$ cat config.mk
export PLATFORM = sky130hd
export DESIGN_NAME = mac_engine
export DESIGN_NICKNAME = d
export VERILOG_FILES = /design/src/rtl/mac_engine_pkg.sv /design/src/rtl/mac_engine_pe.sv /design/src/rtl/mac_engine.sv
export SDC_FILE = /design/constraint.sdc
export NUM_CORES = 2
export LEC_CHECK = 0
export CORE_MARGIN = 3
export CORE_UTILIZATION = 50
export DETAILED_ROUTE_END_ITERATION = 7
export PLACE_DENSITY = 0.72
export SLEW_MARGIN = 20
export SYNTH_ARGS = -nofsm -noshare
export SYNTH_HDL_FRONTEND = slang
export SYNTH_SLANG_ARGS = --single-unit
$ cat constraint.sdc
create_clock -name clk -period 32 [get_ports clk]
set_clock_uncertainty 0.2 [all_clocks]
set_input_delay 6.4 -clock clk [delete_from_list [all_inputs] [get_ports clk]]
set_output_delay 6.4 -clock clk [all_outputs]
set_load 0.02 [all_outputs]
$ cat src/rtl/mac_engine_pkg.sv
// Shared types for the matrix MAC engine.
//   mac_op_t    : operation code issued by the MAC decoder
//   mac_state_t : engine sequencing states
//   MAC_N       : default matrix dimension
package mac_engine_pkg;

  localparam int MAC_N = 2;

  typedef enum logic [2:0] {
    MAC_MADD  = 3'd0,
    MAC_MSUB  = 3'd1,
    MAC_MMUL  = 3'd2,
    MAC_MLOAD = 3'd3
  } mac_op_t;

  typedef enum logic [1:0] {
    IDLE  = 2'd0,
    LOAD  = 2'd1,
    EXEC  = 2'd2,
    DRAIN = 2'd3
  } mac_state_t;

  // Encodings outside the defined set are dropped at issue.
  function automatic logic mac_op_known(input mac_op_t op);
    case (op)
      MAC_MADD, MAC_MSUB, MAC_MMUL, MAC_MLOAD: return 1'b1;
      default:                                 return 1'b0;
    endcase
  endfunction

endpackage

$ cat src/rtl/mac_engine_pe.sv
// mac_pe: single multiply-accumulate element, arithmetic modulo 2^DATA_W.
//   clk, reset : clock, async active-high reset (acc cleared)
//   en         : commit sum into the accumulator this cycle
//   clr        : start a new dot product (sum = a*b instead of acc + a*b)
//   a, b       : operands
//   sum        : combinational next accumulator value, used by the engine to
//                write C in the same cycle as the final product
module mac_pe #(
  parameter int DATA_W = 32
) (
  input  logic              clk,
  input  logic              reset,
  input  logic              en,
  input  logic              clr,
  input  logic [DATA_W-1:0] a,
  input  logic [DATA_W-1:0] b,
  output logic [DATA_W-1:0] sum
);

  logic [DATA_W-1:0] acc;
  logic [DATA_W-1:0] prod;

  // Only the low DATA_W bits of the product are kept.
  assign prod = a * b;
  assign sum  = clr ? prod : acc + prod;

  always_ff @(posedge clk or posedge reset) begin
    if (reset)   acc <= '0;
    else if (en) acc <= sum;
  end

endmodule

$ cat src/rtl/mac_engine.sv
// mac_engine: matrix MAC execution unit over internal NxN buffers A, B, C.
//   clk, reset          : clock, async active-high reset (aborts, clears buffers)
//   start, mac_op       : issue request, accepted when start & start_rdy
//   start_rdy           : engine idle and not in its done cycle
//   ld_valid/ld_data    : operand stream, A then B, row-major (ld_ready in LOAD)
//   out_valid/out_data  : result stream of C, row-major, held while out_ready=0
//   busy                : op in flight
//   done                : one-cycle completion pulse
//
// state | meaning
// IDLE  | waiting for an issue
// LOAD  | streaming 2*N*N words into A then B
// EXEC  | MADD/MSUB one element per cycle, MMUL one product per cycle
// DRAIN | presenting C element by element
module mac_engine
  import mac_engine_pkg::*;
#(
  parameter int N      = MAC_N,
  parameter int DATA_W = 32
) (
  input  logic              clk,
  input  logic              reset,
  input  logic              start,
  input  mac_op_t           mac_op,
  output logic              start_rdy,
  input  logic              ld_valid,
  input  logic [DATA_W-1:0] ld_data,
  output logic              ld_ready,
  output logic              out_valid,
  output logic [DATA_W-1:0] out_data,
  input  logic              out_ready,
  output logic              busy,
  output logic              done
);

  localparam int NN    = N * N;
  localparam int EL_W  = $clog2(NN);
  localparam int IDX_W = $clog2(N);

  mac_state_t        state_q, state_d;
  mac_op_t           op_q;
  logic [EL_W-1:0]   el_q;
  logic              bank_q;
  logic [IDX_W-1:0]  i_q, j_q, k_q;
  logic              done_q;
  logic [DATA_W-1:0] a_mem [NN];
  logic [DATA_W-1:0] b_mem [NN];
  logic [DATA_W-1:0] c_mem [NN];

  logic              accept, ld_fire, out_fire;
  logic              el_last, k_last, j_last, i_last, exec_last;
  logic [EL_W-1:0]   a_idx, b_idx, c_idx;
  logic [DATA_W-1:0] pe_sum;

  assign accept   = start && (state_q == IDLE) && !done_q;
  assign ld_fire  = ld_valid && (state_q == LOAD);
  assign out_fire = out_ready && (state_q == DRAIN);

  assign el_last   = (el_q == EL_W'(NN - 1));
  assign k_last    = (k_q == IDX_W'(N - 1));
  assign j_last    = (j_q == IDX_W'(N - 1));
  assign i_last    = (i_q == IDX_W'(N - 1));
  assign exec_last = (op_q == MAC_MMUL) ? (i_last && j_last && k_last) : el_last;

  assign a_idx = EL_W'(i_q) * EL_W'(N) + EL_W'(k_q);
  assign b_idx = EL_W'(k_q) * EL_W'(N) + EL_W'(j_q);
  assign c_idx = EL_W'(i_q) * EL_W'(N) + EL_W'(j_q);

  mac_pe #(.DATA_W(DATA_W)) u_pe (
    .clk   (clk),
    .reset (reset),
    .en    ((state_q == EXEC) && (op_q == MAC_MMUL)),
    .clr   (k_q == '0),
    .a     (a_mem[a_idx]),
    .b     (b_mem[b_idx]),
    .sum   (pe_sum)
  );

  always_ff @(posedge clk or posedge reset) begin
    if (reset) state_q <= IDLE;
    else       state_q <= state_d;
  end

  always_comb begin
    state_d = state_q;
    unique case (state_q)
      IDLE:  if (accept && mac_op_known(mac_op))
               state_d = (mac_op == MAC_MLOAD) ? LOAD : EXEC;
      LOAD:  if (ld_fire && bank_q && el_last) state_d = IDLE;
      EXEC:  if (exec_last) state_d = DRAIN;
      DRAIN: if (out_fire && el_last) state_d = IDLE;
    endcase
  end

  // start_rdy is held low through the done cycle so a start coinciding with
  // done is taken one cycle later. All outputs come from registers only.
  always_comb begin
    start_rdy = (state_q == IDLE) && !done_q;
    ld_ready  = (state_q == LOAD);
    out_valid = (state_q == DRAIN);
    busy      = (state_q != IDLE);
    done      = done_q;
    out_data  = c_mem[el_q];
  end

  always_ff @(posedge clk or posedge reset) begin
    if (reset) begin
      op_q   <= MAC_MADD;
      el_q   <= '0;
      bank_q <= 1'b0;
      i_q    <= '0;
      j_q    <= '0;
      k_q    <= '0;
      done_q <= 1'b0;
      for (int e = 0; e < NN; e++) begin
        a_mem[e] <= '0;
        b_mem[e] <= '0;
        c_mem[e] <= '0;
      end
    end else begin
      done_q <= 1'b0;
      case (state_q)
        IDLE: if (accept && mac_op_known(mac_op)) begin
          op_q   <= mac_op;
          el_q   <= '0;
          bank_q <= 1'b0;
          i_q    <= '0;
          j_q    <= '0;
          k_q    <= '0;
        end
        LOAD: if (ld_fire) begin
          if (!bank_q) a_mem[el_q] <= ld_data;
          else         b_mem[el_q] <= ld_data;
          el_q <= el_last ? '0 : el_q + 1'b1;
          if (el_last) bank_q <= 1'b1;
          if (el_last && bank_q) done_q <= 1'b1;
        end
        EXEC: if (op_q == MAC_MMUL) begin
          if (k_last) begin
            c_mem[c_idx] <= pe_sum;
            k_q <= '0;
            if (j_last) begin
              j_q <= '0;
              i_q <= i_last ? '0 : i_q + 1'b1;
            end else begin
              j_q <= j_q + 1'b1;
            end
          end else begin
            k_q <= k_q + 1'b1;
          end
        end else begin
          c_mem[el_q] <= (op_q == MAC_MSUB) ? a_mem[el_q] - b_mem[el_q]
                                            : a_mem[el_q] + b_mem[el_q];
          el_q <= el_last ? '0 : el_q + 1'b1;
        end
        DRAIN: if (out_fire) begin
          el_q <= el_last ? '0 : el_q + 1'b1;
          if (el_last) done_q <= 1'b1;
        end
        default: ;
      endcase
    end
  end

endmodule

==> flow_summary.json <==
{
  "port_buffers": 76,
  "cts_root_buf": "clkbuf_16",
  "clk_latency_ns": 0.59,
  "layout-drive-gt1-share_pct": 16.1,
  "ant_nets": 0,
  "slew_violations": 0,
  "syn_inst": 3844,
  "finalWirelength_mm": 120,
  "fin_area_mm2": 0.0439,
  "die-area_mm2": 0.0845,
  "place.gp.congestion": 0.932,
  "yosysWarnings": 0,
  "synth_cell_types": 68,
  "hpwl_mm": 87.8,
  "crit_path_frequent_cell": "fa_1",
  "wl_per_cell_um": 24.5,
  "cts_made_buffers": 45,
  "start_kind": "flop",
  "worstPathArrival_ns": 11.92,
  "period_needed_ns": 11.64,
  "grt_first_pass_wirelength_mm": 185,
  "place_area_mm2": 0.0423,
  "setup_tns_ns": 0,
  "ys_ff_latch": 428,
  "syn-num-nets": 4486,
  "grt_overflow_total": 0,
  "antenna_found_initial": 9,
  "grt_usage_pct": 28.2,
  "grt_max_degree": 140,
  "rsz0062_at_grt": "false",
  "area_growth_pct": 8.26,
  "cts_setup_buffers": 0,
  "status": "finished, final reports clean",
  "h-tree-depth": 2,
  "worst-endpoint-required_ns": 32.28,
  "firstDrtPassIters": 5,
  "maxClockFrequency_mhz": 85.9,
  "syn_area_per_cell_um2": 10.5,
  "cts-resized-gates": 0,
  "die_x_um": 291,
  "drt_iter0_markers": 3270,
  "grt_pass1_vias": 30600,
  "cp_max_fo": 42,
  "rows": 103,
  "drc": 0,
  "end_kind": "flop",
  "finalCritPeriodShare_pct": 36.4,
  "fillers": 6876,
  "clk_pin_slew_worst_paths_ns": 0.07,
  "min_path_type": "flop to flop",
  "synthFlopType": "dfrtp_1",
  "max_stage_delay_ns": 0.95,
  "die_h_um": 291,
  "synth_edf_count": 0,
  "start_util_pct": 50.9,
  "clock_sinks": 428,
  "cts.hold.buffers_added": 0,
  "relSlewSlack_pct": 19.5,
  "critPathKind": "flop to flop",
  "max_cap_viol_count": 0,
  "ios": 77,
  "clock_path_buffers": 3,
  "tightest_slew_ns": 1.20,
  "nets": 4453,
  "cp_slowest_cell": "dfrtp_4",
  "tritoncts": "done",
  "syn-cell-area_mm2": 0.0405,
  "setup_viol": 0,
  "via_per_inst": 6.22,
  "yosysSeqAreaShare_pct": 26.4,
  "vias": 30500,
  "placeableCoreArea_mm2": 0.0796,
  "hold_viol": 0,
  "async_reset_ff_share_pct": 100
}
## cell usage after synthesis, types with 4 or more instances
cell | number | area share [%]
inv_1 | 431 | 4.0
dfrtp_1 | 428 | 26
nand2_1 | 426 | 3.9
fa_1 | 410 | 20
mux2_2 | 306 | 8.5
nor2_1 | 276 | 2.6
ha_1 | 192 | 5.9
mux4_2 | 159 | 8.8
o21ai_0 | 137 | 1.7
clkbuf_1 | 132 | 1.2
xnor2_1 | 112 | 2.4
a21oi_1 | 98 | 1.2
and2_1 | 96 | 1.5
xor2_1 | 55 | 1.2
mux2i_1 | 49 | 1.2
a21o_1 | 48 | 0.89
buf_1 | 48 | 0.44
a22o_1 | 40 | 0.86
a22oi_1 | 40 | 0.74
o22ai_1 | 36 | 0.56
o21a_1 | 33 | 0.61
nand3_1 | 24 | 0.30
o21ai_1 | 24 | 0.30
o221ai_1 | 24 | 0.52
nor3_1 | 20 | 0.25
nand2b_1 | 17 | 0.26
buf_2 | 16 | 0.20
nor2b_1 | 13 | 0.20
or3_1 | 13 | 0.20
o31ai_1 | 12 | 0.22
a221o_1 | 11 | 0.27
a31oi_1 | 11 | 0.17
and3_1 | 11 | 0.17
a211oi_1 | 10 | 0.19
a221oi_1 | 8 | 0.17
o21bai_1 | 8 | 0.15
or2_2 | 8 | 0.12
a211o_1 | 4 | 0.086
o2111ai_1 | 4 | 0.086
o211a_1 | 4 | 0.099
or4_1 | 4 | 0.074
## through the flow
step                      hold slack (ns)  utilization [%]  setup slack [ns]  instances
after floorplan                     0.245                -             13.48       3844
after global placement              0.258             53.1             20.64       4814
after detailed placement            0.271             53.1             20.59       4814
after CTS                           0.284             55.1             20.52       4895
after global routing                0.296             55.1             19.85       4897
final                               0.275             55.1             20.36       4898
## per-layer routing
| metal | vias up | GRT usage (%) | share of wire (%) | wire (µm) |
|---|---|---|---|---|
| met3 | 301 | 5.81 | 9.3 | 11200 |
| met2 | 1526 | 43.5 | 45 | 54300 |
| met4 | 2 | 13.2 | 5.4 | 6490 |
| met5 | - | 0 | 0.010 | 12 |
| met1 | 15700 | 38.5 | 40 | 47900 |
| li1 | 13000 | - | - | - |
## cells in the final DEF (no fill, tap or decap), types with 36 or more instances in the layout
master and n:
nand2_1 417, mux2_2 306, clkbuf_16 45, xnor2_1 112, ha_1 192, o21ai_0 130, a21oi_1 96, mux2i_1 49
nor2_1 276, clkdlybuf4s50_1 76, fa_1 410, xor2_1 55, buf_4 42, o22ai_1 36, a22o_1 40, inv_1 429
mux4_2 159, a21o_1 48, and2_1 96, dfrtp_1 423, a22oi_1 40
## worst paths after layout
path / to / depth (start not counted) / from / slack, ns
worst max-delay path: c_mem[61] / 31 / j_last / 20.36
worst min-delay path: c_mem[99] / 2 / c_mem[99] / 0.28
worst max register to register: c_mem[61] / 31 / j_last / 20.36
worst min register to register: c_mem[99] / 2 / c_mem[99] / 0.28
max in group asynchronous: b_mem[110] / 4 / reset / 22.94
min in group asynchronous: c_mem[3] / 2 / reset / 6.21
## registers in the layout (all words and copies together) (netlist names), 2 cells and up
| signal | count |
|---|---|
| state_q | 2 |
| b_mem | 128 |
| el_q | 2 |
| c_mem | 128 |
| a_mem | 128 |
| u_pe.acc | 32 |
| op_q | 3 |
## worst max-delay path, delay by kind of cell (launching register included)
family / cells / cell delay, ns
xor+xnor: 1 / 0.18
fa+ha+maj: 10 / 4.02
simple gates: 6 / 1.34
compound gates: 10 / 3.21
buf+inv: 3 / 0.68
flops: 1 / 0.95
mux: 1 / 0.85
## final cells by class
cell class / count / area [µm²] / share of cell area (%)
timing repair buffer: 119 / 1090 / 2.48
sequential: 428 / 10700 / 24.5
multi-input combinational: 2786 / 27500 / 62.7
clock buffer: 62 / 1250 / 2.85
inverter: 431 / 1630 / 3.71
tap: 1050 / 1310 / 2.99
antenna: 3 / 7.51 / 0.0171
clock inverter: 19 / 334 / 0.761
## kinds of logic after synthesis
logic type,share of synthesized area (%)
compound gates,9.33
xor+xnor,3.70
fa+ha+maj,26.2
buf+inv,5.91
flops,26.4
mux,18.5
simple gates,9.90
Power is not shown: default switching activity piles up to over one toggle a cycle in this logic, so the estimate is an artifact.
